**config.mk**
```make
export PLATFORM = sky130hd
export DESIGN_NAME = full_adder_unit
export DESIGN_NICKNAME = d
export VERILOG_FILES = /design/src/rtl/full_adder_unit_pkg.sv /design/src/rtl/full_adder_unit_fa_bit.sv /design/src/rtl/full_adder_unit.sv
export SDC_FILE = /design/constraint.sdc
export NUM_CORES = 1
export LEC_CHECK = 0
export ABC_AREA = 1
export CAP_MARGIN = 30
export CELL_PAD_IN_SITES_DETAIL_PLACEMENT = 2
export CELL_PAD_IN_SITES_GLOBAL_PLACEMENT = 2
export CORE_AREA = 3 3 40 42
export CTS_CLUSTER_DIAMETER = 150
export DETAILED_ROUTE_END_ITERATION = 10
export DIE_AREA = 0 0 43 45
export PLACE_DENSITY = 0.49
export SYNTH_ARGS = -nofsm -noshare
export SYNTH_HDL_FRONTEND = slang
export SYNTH_SLANG_ARGS = --single-unit
```
**constraint.sdc**
```tcl
create_clock -name clk -period 0.8 [get_ports clk]
set_clock_uncertainty 0.05 [all_clocks]
set_input_delay 0.12 -clock clk [delete_from_list [all_inputs] [get_ports clk]]
set_output_delay 0.12 -clock clk [all_outputs]
set_load 0.05 [all_outputs]
```
**src/rtl/full_adder_unit_pkg.sv**
```systemverilog
// ============================================================================
// full_adder_unit_pkg : shared constants and bit-level helpers for the adder
// Revision: 1.0 - initial release
// ============================================================================
`default_nettype none

package full_adder_unit_pkg;

  localparam int unsigned C_MAX_WIDTH = 64;

  // Carry-out of one full-adder cell: majority of the three inputs.
  function automatic logic fa_majority(input logic x, input logic y, input logic z);
    return (x & y) | (x & z) | (y & z);
  endfunction

endpackage

`default_nettype wire

```
**src/rtl/full_adder_unit_fa_bit.sv**
```systemverilog
// ============================================================================
// fa_bit : 1-bit combinational full adder cell (a, b, cin -> sum, cout)
// Revision: 1.0 - initial release
// ============================================================================
`default_nettype none

module fa_bit
  import full_adder_unit_pkg::*;
(
  input  logic a,
  input  logic b,
  input  logic cin,
  output logic sum,
  output logic cout
);

  assign sum  = a ^ b ^ cin;
  assign cout = fa_majority(a, b, cin);

endmodule

`default_nettype wire

```
**src/rtl/full_adder_unit.sv**
```systemverilog
// ============================================================================
// full_adder_unit : registered WIDTH-bit ripple-carry adder with valid qualifier
// Revision: 1.0 - initial release
// ============================================================================
`default_nettype none

module full_adder_unit
  import full_adder_unit_pkg::*;
#(
  parameter int unsigned WIDTH = 1
) (
  input  logic             clk,
  input  logic             rst_n,
  input  logic             in_valid,
  input  logic [WIDTH-1:0] a,
  input  logic [WIDTH-1:0] b,
  input  logic             cin,
  output logic             out_valid,
  output logic [WIDTH-1:0] sum,
  output logic             carry
);

  logic [WIDTH:0]   w_c;
  logic [WIDTH-1:0] w_s;

  logic             r_valid;
  logic [WIDTH-1:0] r_sum;
  logic             r_carry;

  assign w_c[0] = cin;

  generate
    for (genvar gi = 0; gi < WIDTH; gi++) begin : g_bit
      fa_bit u_fa (
        .a    (a[gi]),
        .b    (b[gi]),
        .cin  (w_c[gi]),
        .sum  (w_s[gi]),
        .cout (w_c[gi+1])
      );
    end
  endgenerate

  // Result registers only load on qualified input, so garbage on idle cycles never reaches them.
  always_ff @(posedge clk or negedge rst_n) begin
    if (!rst_n) begin
      r_valid <= 1'b0;
      r_sum   <= '0;
      r_carry <= 1'b0;
    end else begin
      r_valid <= in_valid;
      if (in_valid) begin
        r_sum   <= w_s;
        r_carry <= w_c[WIDTH];
      end
    end
  end

  assign out_valid = r_valid;
  assign sum       = r_sum;
  assign carry     = r_carry;

endmodule

`default_nettype wire

```
Word-level counts from Yosys, hierarchy flattened --
Index checks and enable logic that the tools add are counted.
Word-level totals: register bits after elaboration 3, bits of input ports 6, logic and storage cells 10
Cells by class: bitwise gates (word level) 7
Operators by type and width (count):
- $and A1 B1 Y1 | 3
- $or A1 B1 Y1 | 2
- $xor A1 B1 Y1 | 2

Logic depth before layout (Yosys ltp) --
depth in word-level cells 3, depth in mapped cells 3, depth with buffers taken out 3

Modules after synthesis --
A second synthesis with hierarchy kept.
Second synthesis, totals: cells, all modules 11, area total of the unflattened synthesis 121.4 um2
Modules (own cells, without submodules):
- full_adder_unit | times used 1, cells an instance 10, area an instance 101.3 um2
- fa_bit | times used 1, cells an instance 1, area an instance 20.0 um2

Worst setup path before layout --
Ideal clock, no wire load.
path type reg2reg, start point reg carry (netlist name), end point reg r_carry, in the netlist carry, library setup time 119 ps, data arrival time 713 ps, slack -82 ps, stages on the path, launching flop included 3, path buffers 0, period minus slack after synthesis 882 ps, path through dfrtp_1 > nand2_1 > nand2_1
RTL lines:
- to (signal assigned) | RTL line full_adder_unit.sv:54 | r_carry <= w_c[WIDTH];
- to (decl) | RTL line full_adder_unit.sv:28 | logic r_carry;

Worst setup path in the final report --
start point reg r_sum, in the netlist sum, end point out sum
RTL lines:
- from (decl) | RTL line full_adder_unit.sv:27 | logic [WIDTH-1:0] r_sum;
- from (signal assigned) | RTL line full_adder_unit.sv:53 | r_sum <= w_s;
- to (decl) | RTL line full_adder_unit.sv:19 | output logic [WIDTH-1:0] sum,
No word-level cell between the ends.

==> out/qor.txt <==
status - complete, but fails checks
failing checks - negative setup slack
first-pass GRT wire length - 627 um
Final Instance Area - 269 sq um
initial core utilization - 0.0944
Die H - 45 um
power per cell area - 2320 nW/um^2
pre-CTS setup slack - -553 ps
clock insertion delay at the later pin of the skew report - 230 ps
Reg2Reg Depth - 2
Worst Setup Path Type - reg -> out
drt total wl - 367 um
fin worst setup slack - -176 ps
kind of cell adding the most delay to the critical path - flip-flops
pin count of the biggest net entering global routing - 5
fin nets - 31
antenna-violating nets left - 0
fin crit period - 976 ps
RSZ-0062 raised after global routing - yes
clk root buf - clkbuf_4
DRC - 0
crit start category - flop
# diodes - 0
layout cells sized above 1 - 0.522
critical path cell sequence - buf_12
Net Count, Synth - 18
Pins Over Slew Limit - 0
final std cells w/o fill - 38
DR pass1 iterations - 1
DIE AREA - 1940 sq um
routed len/inst - 9.66 um
RePlAce Congestion - 0.599
Tightest Pin Transition - 158 ps
Layout area overhead - 122%
Rel. slew slack - 0.894
row count - 13
setup TNS - -481 ps
postcts setup bufs - 0
clock sink total - 3
slowest stage delay, CP - 420 ps
vias - 117
Reg clk slew, reported paths - 40 ps
Final HPWL DP - 302 um
mapped cell area - 121 sq um
Finished Core Util - 0.209
max-cap viol count - 0
Area after DPL - 253 sq um
CP endpoint kind - primary output
Post-Syn Instances - 11
WP buf/inv - 1
worst vdd ir - 364 uV
Via-to-Cell Ratio - 3.08
Final setup violation count - 3
syn_area_per_cell - 11.0 sq um
Total GRT Usage - 0.0500
CP max-delay cell - dfrtp_2
dpl cells - 34
Unique masters post-synth - 4
port bufs - 8
core area - 1280 sq um
Pleak - 0.134 nW
Die Width - 43 um
CTS Buf Count - 3
CTS tree - yes
vias in the first global route - 158
Final period util - 1.22
Seq/Total Area, Yosys - 0.619
endpoints failing hold - 0
Seq cells post-synth - 3
CTS H-tree lvls - 1
Synth Warn # - 0
I/O pin cnt - 9
WP depth - 1
Worst Hold Class - in -> async
clk buf depth - 2
total gr overflow - 0
crit-path max FO - 2
Final Hold Slack - 27.4 ps
critical path data required time - 630 ps
critical path data arrival time - 810 ps
Filler cells - 150
total power - 0.624 mW
initial antenna violation count - 0
DR iter-0 viols - 0
FMAX - 1020 MHz
power by group:
part           leakage, nW  switching, mW  total [mW]  internal (mW)
Clock               0.0150         0.0786       0.266          0.187
Combinational       0.0856         0.0864       0.170         0.0837
Sequential          0.0337         0.0170       0.188          0.171
layer usage:
layer,wire length (um),share of wire,vias to the layer above,global-route usage
li1,-,-,55,-
met1,135,0.37,53,0.0435
met2,178,0.49,9,0.0749
met3,54,0.15,0,0.0319
met4,0,0,0,0.0542
met5,0,0,-,0
sequential cells by signal, summed over array words and instances (netlist names):
register / flops
out_valid: 1
carry: 1
sum: 1
layout by cell type, fill, tap and decap left out, drive strengths merged:
cell	n
clkbuf	4
clkdlybuf4s50	1
inv	1
fa	1
dfrtp	3
dlymetal6s2s	1
buf	6
nand2	6
logic make-up (layout without fill, tap and decap cells):
group	Yosys count	after routing	synth area share
buf+inv	1	13	0.0309
simple gates	6	6	0.186
fa+ha+maj	1	1	0.165
flops	3	3	0.619
worst paths after layout:
path / to / startpoint / slack, ps
max reg2reg: carry / carry / 100
min in group clk: out_valid / in_valid / 30
min: out_valid / rst_n / 30
min reg2reg: carry / carry / 480
max: sum / sum / -180
max in group asynchronous: carry / rst_n / 500
cell usage after synthesis:
cell type,number,area [sq um]
dfrtp_1,3,75.1
fa_1,1,20.0
inv_1,1,3.75
nand2_1,6,22.5
final cells by class:
type	instances	area, sq um	area share
repair buffers	8	97.6	0.363
clock buffers	4	26.3	0.0977
inverters	1	3.75	0.0140
multi-input cells	7	45.0	0.167
well taps	15	18.8	0.0698
flip-flops and latches	3	77.6	0.288
repair_timing:
item | in CTS | in global routing
resized for setup | 13 | 1
hold endpoints to repair | 0 | 0
endpoints found under the setup margin | 5 | 5
pin swaps | 4 | 1
hold buffers | 0 | 0
Note: power is estimated with default switching activity, not from simulation.
